### src/rtl/hazard_stall_unit.sv
// hazard_stall_unit: load-use / control-hazard stall and flush controller for
// a 5-stage MIPS pipeline.
//
// Ports:
//   Clk, Rst            - clock (rising edge), synchronous active-low reset
//   IFID_Rs, IFID_Rt    - source register fields of the instruction in ID
//   IFID_UsesRt         - ID instruction reads rt as a source
//   IDEX_Rd             - destination register of the instruction in EX
//   IDEX_RegWrite       - EX instruction writes the register file
//   IDEX_MemRead        - EX instruction load size, nonzero means load
//   BranchTaken         - branch resolved taken this cycle
//   JumpTaken           - jump resolved this cycle
//   controlMuxSignal    - 1 passes ID control, 0 inserts a bubble (comb)
//   PCWrite             - PC load enable (comb)
//   IFIDWrite           - IF/ID load enable (comb)
//   IFIDFlush           - clear IF/ID to NOP (comb)
//   StallActive         - FSM is in STALL or FLUSH (registered)
//   BubbleCount         - saturating count of bubble cycles since reset
module hazard_stall_unit #(
   parameter int unsigned STALL_CYCLES = 1,
   parameter int unsigned FLUSH_CYCLES = 1,
   parameter int unsigned CNT_W        = 16
) (
   input  logic             Clk,
   input  logic             Rst,
   input  logic [4:0]       IFID_Rs,
   input  logic [4:0]       IFID_Rt,
   input  logic             IFID_UsesRt,
   input  logic [4:0]       IDEX_Rd,
   input  logic             IDEX_RegWrite,
   input  logic [1:0]       IDEX_MemRead,
   input  logic             BranchTaken,
   input  logic             JumpTaken,
   output logic             controlMuxSignal,
   output logic             PCWrite,
   output logic             IFIDWrite,
   output logic             IFIDFlush,
   output logic             StallActive,
   output logic [CNT_W-1:0] BubbleCount
);

   localparam int unsigned REM_W = 3;
   localparam logic [REM_W-1:0] STALL_REM = REM_W'(STALL_CYCLES - 1);
   localparam logic [REM_W-1:0] FLUSH_REM = REM_W'(FLUSH_CYCLES - 1);
   localparam logic [CNT_W-1:0] CNT_MAX   = {CNT_W{1'b1}};

   typedef enum logic [1:0] {
      RUN   = 2'd0,
      STALL = 2'd1,
      FLUSH = 2'd2
   } state_t;

   state_t           state, state_next;
   logic [REM_W-1:0] rem, rem_next;
   logic             lu, br;

   // Load-use RAW hazard against the ID sources; $zero never conflicts.
   assign lu = (IDEX_MemRead != 2'b00) & IDEX_RegWrite & (IDEX_Rd != 5'd0) &
               ((IDEX_Rd == IFID_Rs) | (IFID_UsesRt & (IDEX_Rd == IFID_Rt)));
   assign br = BranchTaken | JumpTaken;

   // State and remaining-cycle register
   always_ff @(posedge Clk) begin
      if (!Rst) begin
         state       <= RUN;
         rem         <= '0;
         StallActive <= 1'b0;
      end else begin
         state       <= state_next;
         rem         <= rem_next;
         StallActive <= (state_next != RUN);
      end
   end

   // Next state and pipeline control; a taken branch always beats a load-use
   always_comb begin
      state_next       = state;
      rem_next         = rem;
      controlMuxSignal = 1'b1;
      PCWrite          = 1'b1;
      IFIDWrite        = 1'b1;
      IFIDFlush        = 1'b0;

      if (!Rst) begin
         controlMuxSignal = 1'b0;
         PCWrite          = 1'b0;
         IFIDWrite        = 1'b0;
         IFIDFlush        = 1'b0;
         state_next       = RUN;
         rem_next         = '0;
      end else begin
         case (state)
            RUN: begin
               if (br) begin
                  controlMuxSignal = 1'b0;
                  IFIDFlush        = 1'b1;
                  if (FLUSH_CYCLES > 1) begin
                     state_next = FLUSH;
                     rem_next   = FLUSH_REM;
                  end
               end else if (lu) begin
                  controlMuxSignal = 1'b0;
                  PCWrite          = 1'b0;
                  IFIDWrite        = 1'b0;
                  if (STALL_CYCLES > 1) begin
                     state_next = STALL;
                     rem_next   = STALL_REM;
                  end
               end
            end

            STALL: begin
               controlMuxSignal = 1'b0;
               if (br) begin
                  // Branch squashes the stalled wrong-path instruction
                  IFIDFlush = 1'b1;
                  if (FLUSH_CYCLES > 1) begin
                     state_next = FLUSH;
                     rem_next   = FLUSH_REM;
                  end else begin
                     state_next = RUN;
                     rem_next   = '0;
                  end
               end else begin
                  PCWrite   = 1'b0;
                  IFIDWrite = 1'b0;
                  if (rem <= REM_W'(1)) begin
                     state_next = RUN;
                     rem_next   = '0;
                  end else begin
                     rem_next = rem - REM_W'(1);
                  end
               end
            end

            FLUSH: begin
               controlMuxSignal = 1'b0;
               IFIDFlush        = 1'b1;
               if (br) begin
                  rem_next = FLUSH_REM;
               end else if (rem <= REM_W'(1)) begin
                  state_next = RUN;
                  rem_next   = '0;
               end else begin
                  rem_next = rem - REM_W'(1);
               end
            end

            default: begin
               state_next = RUN;
               rem_next   = '0;
            end
         endcase
      end
   end

   // Saturating bubble counter
   always_ff @(posedge Clk) begin
      if (!Rst) begin
         BubbleCount <= '0;
      end else if (!controlMuxSignal && (BubbleCount != CNT_MAX)) begin
         BubbleCount <= BubbleCount + CNT_W'(1);
      end
   end

endmodule

### config.mk
export PLATFORM = sky130hd
export DESIGN_NAME = hazard_stall_unit
export DESIGN_NICKNAME = d
export VERILOG_FILES = /design/src/rtl/hazard_stall_unit.sv
export SDC_FILE = /design/constraint.sdc
export NUM_CORES = 1
export LEC_CHECK = 0
export CORE_AREA = 3 3 59 61
export DETAILED_ROUTE_END_ITERATION = 12
export DIE_AREA = 0 0 62 64
export PLACE_DENSITY = 0.85
export SYNTH_ARGS = -nofsm -noshare
export SYNTH_HDL_FRONTEND = slang
export SYNTH_SLANG_ARGS = --single-unit
### constraint.sdc
create_clock -name Clk -period 2.7 [get_ports Clk]
set_clock_uncertainty 0.15 [all_clocks]
set_input_delay 0.54 -clock Clk [delete_from_list [all_inputs] [get_ports Clk]]
set_output_delay 0.54 -clock Clk [all_outputs]
set_load 0.005 [all_outputs]
Word level (Yosys, flattened, before mapping)
Cells that the tools add are included.
W data, S select, Z words.
{ "op_classes": {"n_addsub": 2, "multipliers": 0, "div_mod_pow": 0, "magnitude_cmp": 1, "n_eq_ne": 5, "shift": 0, "mux": 18, "bitwise_logic": 6, "reduce_logical": 8} }
{ "op_table": {"columns": ["op", "count"], "rows": [
  ["$add A16 B1 Y16 const B", 1],
  ["$ne A16 B16 Y1 const B", 1],
  ["$eq A5 B5 Y1", 2],
  ["$mux W2", 4],
  ["$mux W1", 7],
  ["$mux W3", 2],
  ["$pmux W1 S2", 3],
  ["$pmux W2 S3", 1],
  ["$pmux W3 S2", 1],
  ["$reduce_bool A5 Y1", 1],
  ["$and A1 B1 Y1", 4],
  ["$reduce_bool A2 Y1", 2],
  ["$reduce_or A2 Y1", 2],
  ["$le A3 B1 Y1 const B", 1],
  ["$sub A3 B1 Y3 const B", 1],
  ["$eq A2 B1 Y1 const B", 1],
  ["$eq A2 B2 Y1 const B", 1],
  ["$logic_not A2 Y1", 1],
  ["$or A1 B1 Y1", 2],
  ["$logic_and A1 B1 Y1", 1],
  ["$logic_not A1 Y1", 1]
]} }
{ "word_totals": {"regBits": 22, "latchBits": 0, "mem_bits_rw": 0, "rom_bits": 0, "input_bits": 23, "output_inout_bits": 21, "elab_cells": 44, "memories": 0} }

Logic depth before layout (Yosys ltp)
{ "depth": {"depth_word": 10, "depth_mapped": 8, "mapped_depth_nobuf": 8} }

Worst setup path after synthesis
OpenSTA, ideal clock, no wires.
{ "synth_timing": {"kind": "input -> output", "start": "input port IDEX_Rd[3]", "end": "output port controlMuxSignal", "arrival_time_ps": 1609, "slack_ps": 401, "stages": 6, "path_buffers": 1, "cell_sequence": "xor2_1 > nor4_1 > a32oi_1 > o2111ai_2 > inv_2 > buf_2"} }
{ "synth_between": {"elab_chain_cells": 8, "elab_cells_between_ends": 11, "classes_between": "2 x eq/ne; 4 x mux; 4 x bitwise; 1 x reduce/logical"} }
{ "synth_rtl": {"columns": ["element", "line", "source"], "rows": [
  ["from (decl)", "29", "input logic [4:0] IDEX_Rd,"],
  ["$eq A5 B5 Y1", "59", "((IDEX_Rd == IFID_Rs) | (IFID_UsesRt & (IDEX_Rd == IFID_Rt)));"],
  ["$and A1 B1 Y1", "59", null],
  ["$or A1 B1 Y1", "59", null],
  ["$and A1 B1 Y1 (*)", "58", "assign lu = (IDEX_MemRead != 2'b00) & IDEX_RegWrite & (IDEX_Rd != 5'd0) &"],
  ["$mux W1 (*)", "101", "end else if (lu) begin"],
  ["$mux W1 (*)", "94", "if (br) begin"],
  ["$pmux W1 S2 (*)", "92", "case (state)"],
  ["$mux W1 (*)", "84", "if (!Rst) begin"],
  ["to (decl)", "34", "output logic controlMuxSignal,"]
]} }
Mark *: on every way between the ends. The rest lies on a longest branch, timed or not.

Worst setup path after layout
{ "layout_timing": {"start": "input port IFID_Rt[1]", "end": "output port controlMuxSignal"} }
{ "layout_between": {"elab_chain_cells": 8} }
{ "layout_rtl": {"columns": ["element", "line", "source"], "rows": [
  ["from (decl)", "27", "input logic [4:0] IFID_Rt,"],
  ["$eq A5 B5 Y1", "59", null],
  ["$and A1 B1 Y1", "59", null],
  ["$or A1 B1 Y1", "59", null],
  ["$and A1 B1 Y1", "58", null],
  ["$mux W1", "101", null],
  ["$mux W1", "94", null],
  ["$pmux W1 S2", "92", null],
  ["$mux W1", "84", null]
]} }
Every way passes these cells.

==> results.env <==
NUMPORTBUFFERS=43
POWER_DENSITY_nW_PER_UM2=353.4
DRT_ITER0_MARKERS=110
TRITONCTS='yes'
CLKTRANSATPATHREGS_NS=0.13
NETLIST_AREA_UM2=1354
R2R-START='state[1]$_SDFF_PN0_'
FINALHOLDWORSTSLACK_NS=0.3597
TRITONCTS_NUM_SINKS=22
POSTLAYOUTSETUPSLACKWORST_NS=0.05377
CLK_ROOT_BUFFER_CELL='sky130_fd_sc_hd__clkbuf_4'
PLACE.GP.CONGESTION=0.7463
CTS_BUFFER_DEPTH=2
DRT_FIRST_PASS_ITERS=4
ANTENNA_FOUND_INITIAL=0
YS_DOMINANT_REG_CELL='sky130_fd_sc_hd__dfxtp_1'
GRT_FIRST_PASS_WIRELENGTH_UM=6541
GRT_PASS1_VIAS=1399
PLACEMENT.CELL_AREA_UM2=1863
SYNTH_AREA_PER_CELL_UM2=8.306
NETS=248
ACHIEVABLE-FREQUENCY_MHz=377.9
YOSYS_WARNINGS=0
PLACE_WS_NS=-0.4963
END_KIND='output pin'
NUM_ROWS=20
CRITICAL_PATH_CLASS='input port to output pin'
CP_DATA_REQUIRED_TIME_NS=2.01
WORST_CASE_HEADROOM_TO_THE_MAX_SLEW_LIMIT_PCT=74.88
SETUP_VIOL_COUNT_FINAL=0
FINAL_CORE_UTIL_PCT=66.41
DRIVE_GT1_SHARE_PCT=16.13
DRTANTENNAVIOLNETS=0
MIN_FROM='rem[2]$_SDFFE_PN0N_'
DETAIL_ROUTE.WIRELENGTH_UM=3967
STATUS='finished clean'
DIE-WIDTH_UM=62
CTS-BUFFERS-INSERTED=3
VIASPERCELL=5.655
SYNTHESIZED_INSTANCE_COUNT=163
INITIAL_UTILIZATION_PCT=44.71
WORST-PATH-MAX-FANOUT=2
CTS.HOLD.BUFFERS_ADDED=0
YOSYSSEQAREASHARE_PCT=32.53
DIE-HEIGHT_UM=64
ROUTE.DETAILED.WL_PER_INST_UM=15.20
DRC=0
WORST_R2R_SETUP_SLACK_NS=0.14
DP.FINAL_HPWL_UM=2614
CRITICAL_PATH.STARTPOINT='IFID_Rt[1]'
HOLD_PATH_CLASS='register to register'
POSTSYNTH.ASYNCRESETSHARE_PCT=0
YS_TYPES=44
FINALHOLDVIOLATIONS=0
WORST_SKEW_PAIR.LATE_LATENCY_NS=0.32
H-TREE-DEPTH=1
DESIGN.CORE.AREA_UM2=3028
SYNTHESIS.NETS=193
POWER.STATIC_LEAKAGE_nW=0.7460
VDD_DROP_MAX_uV=217.9
DIODES=0
FRACTION_OF_SYNTHESIZED_CELL_AREA_TAKEN_BY_THE_TOP_AREA_CELL_TYPE_PCT=32.53
SLEW_VIOLATIONS=0
SETUP.WORST_PATH.START_CLASS='input port'
MOST_AREA_HUNGRY_CELL_TYPE_IN_THE_YOSYS_NETLIST='sky130_fd_sc_hd__dfxtp_1'
MAXCAPVIOLATIONS=0
FLOORPLAN.IO_PINS=44
PIN_COUNT_OF_THE_BIGGEST_NET_ENTERING_GLOBAL_ROUTING=19
PERIOD_SHARE_PCT=98.01
FILLCELLCOUNT=262
AREA_GROWTH_SYN_TO_LAYOUT_PCT=48.52
POSTLAYOUTCELLAREA_UM2=2011
VIA_COUNT=1476
POST-LAYOUT-TOTAL-POWER_uW=710.6
WORSTMARGINPINSLEW_NS=0.3764
WORSTPATHARRIVAL_NS=1.96
POST_SYNTH_MAIN_AREA_CONTRIBUTORS='sky130_fd_sc_hd__dfxtp_1 33%, sky130_fd_sc_hd__ha_1 6.5%, sky130_fd_sc_hd__a21oi_1 6.3%'
SYNTH_EDF_COUNT=0
GRT_USE_TOTAL_PCT=21.33
GLOBALROUTEOVERFLOWTOTAL=0
FINALWORSTPATHREQUIREDPERIOD_NS=2.646
SYNTH.FF_LATCH_COUNT=22
DIE_AREA_UM2=3968
-- sequential cells by signal, summed over array words and instances, names as in the netlist --
register     flops
StallActive      1
state            2
BubbleCount     16
rem              3
-- worst max-delay path: stages --
cell and delay, ns:
sky130_fd_sc_hd__dlygate4sd2_1 0.24, sky130_fd_sc_hd__xor2_1 0.14, sky130_fd_sc_hd__nor4_1 0.29, sky130_fd_sc_hd__a32oi_1 0.17, sky130_fd_sc_hd__buf_4 0.17, sky130_fd_sc_hd__o2111ai_4 0.20, sky130_fd_sc_hd__inv_2 0.07, sky130_fd_sc_hd__buf_2 0.13
-- per-layer routing --
metal | track usage [%] | vias to the layer above | part of all wire (%)
met5 | 0 | - | 0
met3 | 4.444 | 10 | 5.9
met1 | 29.14 | 690 | 41
met2 | 32.64 | 54 | 51
li1 | - | 722 | -
met4 | 7.162 | 0 | 1.9
-- synthesized netlist by cell type (2+ instances only) --
cell	count
sky130_fd_sc_hd__and3_1	3
sky130_fd_sc_hd__nor2_1	10
sky130_fd_sc_hd__inv_1	6
sky130_fd_sc_hd__nor3_1	5
sky130_fd_sc_hd__nor4_1	2
sky130_fd_sc_hd__nand3_1	7
sky130_fd_sc_hd__o21ai_0	5
sky130_fd_sc_hd__nand2b_1	3
sky130_fd_sc_hd__and2_1	3
sky130_fd_sc_hd__dfxtp_1	22
sky130_fd_sc_hd__mux2i_1	2
sky130_fd_sc_hd__ha_1	7
sky130_fd_sc_hd__o41ai_1	2
sky130_fd_sc_hd__buf_2	2
sky130_fd_sc_hd__or4_1	8
sky130_fd_sc_hd__nand4_1	4
sky130_fd_sc_hd__o31ai_1	8
sky130_fd_sc_hd__xor2_1	9
sky130_fd_sc_hd__o21bai_1	2
sky130_fd_sc_hd__nand2_1	11
sky130_fd_sc_hd__a21oi_1	17
sky130_fd_sc_hd__or3_1	3
-- stage by stage --
stage          std cells  setup TNS [ns]
3_5_place_dp         252          -6.232
4_1_cts              260               0
6_report             261               0
2_1_floorplan        163               0
3_3_place_gp         252          -5.772
5_1_grt              261       -0.004299
-- final timing paths --
kind | cells after the start | end
worst min-delay path | 2 | rem[2]$_SDFFE_PN0N_
worst max-delay path | 8 | controlMuxSignal
worst max register to register | 9 | BubbleCount[7]$_SDFFE_PN0P_
worst min register to register | 2 | rem[2]$_SDFFE_PN0N_
-- power by group --
group          total, mW  leakage (nW)  switching (mW)  internal (mW)
clock network      0.262        0.0279           0.112          0.150
logic              0.115         0.540          0.0499         0.0652
registers          0.333         0.178         0.00469          0.329
total              0.711         0.746           0.167          0.544
-- logic make-up (layout without fill, tap and decap cells) --
kind of cell               after synthesis  after routing  share of synthesized area [%]
and+or+nand+nor                         65             65                          27.36
AOI/OAI and AO/OA                       43             43                          20.80
DFF                                     22             22                          32.53
buffers and inverters                   14             68                          4.897
xor gates and xnor gates                10             10                          6.470
adders and majority gates                7              7                          6.469
muxes                                    2              2                          1.479
-- cell usage in the layout, fill, tap and decap left out, types with 4 or more instances in the layout --
| cell type | instances |
|---|---|
| sky130_fd_sc_hd__a21oi_1 | 13 |
| sky130_fd_sc_hd__a21oi_2 | 4 |
| sky130_fd_sc_hd__buf_4 | 10 |
| sky130_fd_sc_hd__clkdlybuf4s50_1 | 28 |
| sky130_fd_sc_hd__dfxtp_1 | 22 |
| sky130_fd_sc_hd__dlygate4sd2_1 | 7 |
| sky130_fd_sc_hd__ha_1 | 7 |
| sky130_fd_sc_hd__inv_1 | 6 |
| sky130_fd_sc_hd__nand2_1 | 11 |
| sky130_fd_sc_hd__nand3_1 | 7 |
| sky130_fd_sc_hd__nand4_1 | 4 |
| sky130_fd_sc_hd__nor2_1 | 10 |
| sky130_fd_sc_hd__o21ai_0 | 5 |
| sky130_fd_sc_hd__o31ai_1 | 8 |
| sky130_fd_sc_hd__or4_1 | 7 |
| sky130_fd_sc_hd__xor2_1 | 9 |
-- area by class of cell --
class,instances,area (um2),share of cell area (%)
Multi-Input combinational cell,127,892.1,44.37
Timing Repair Buffer,56,540.5,26.88
Sequential cell,22,440.4,21.90
Tap cell,44,55.05,2.738
Clock inverter,1,30.03,1.493
Inverter,8,30.03,1.493
Clock buffer,3,22.52,1.120
-- what timing repair did --
item,CTS,global route
pin swaps,8,7
gates resized for setup,25,17
buffers inserted,3,1
setup endpoints to repair,10,11
cloned,1,0
(Power assumes the default switching activity.)
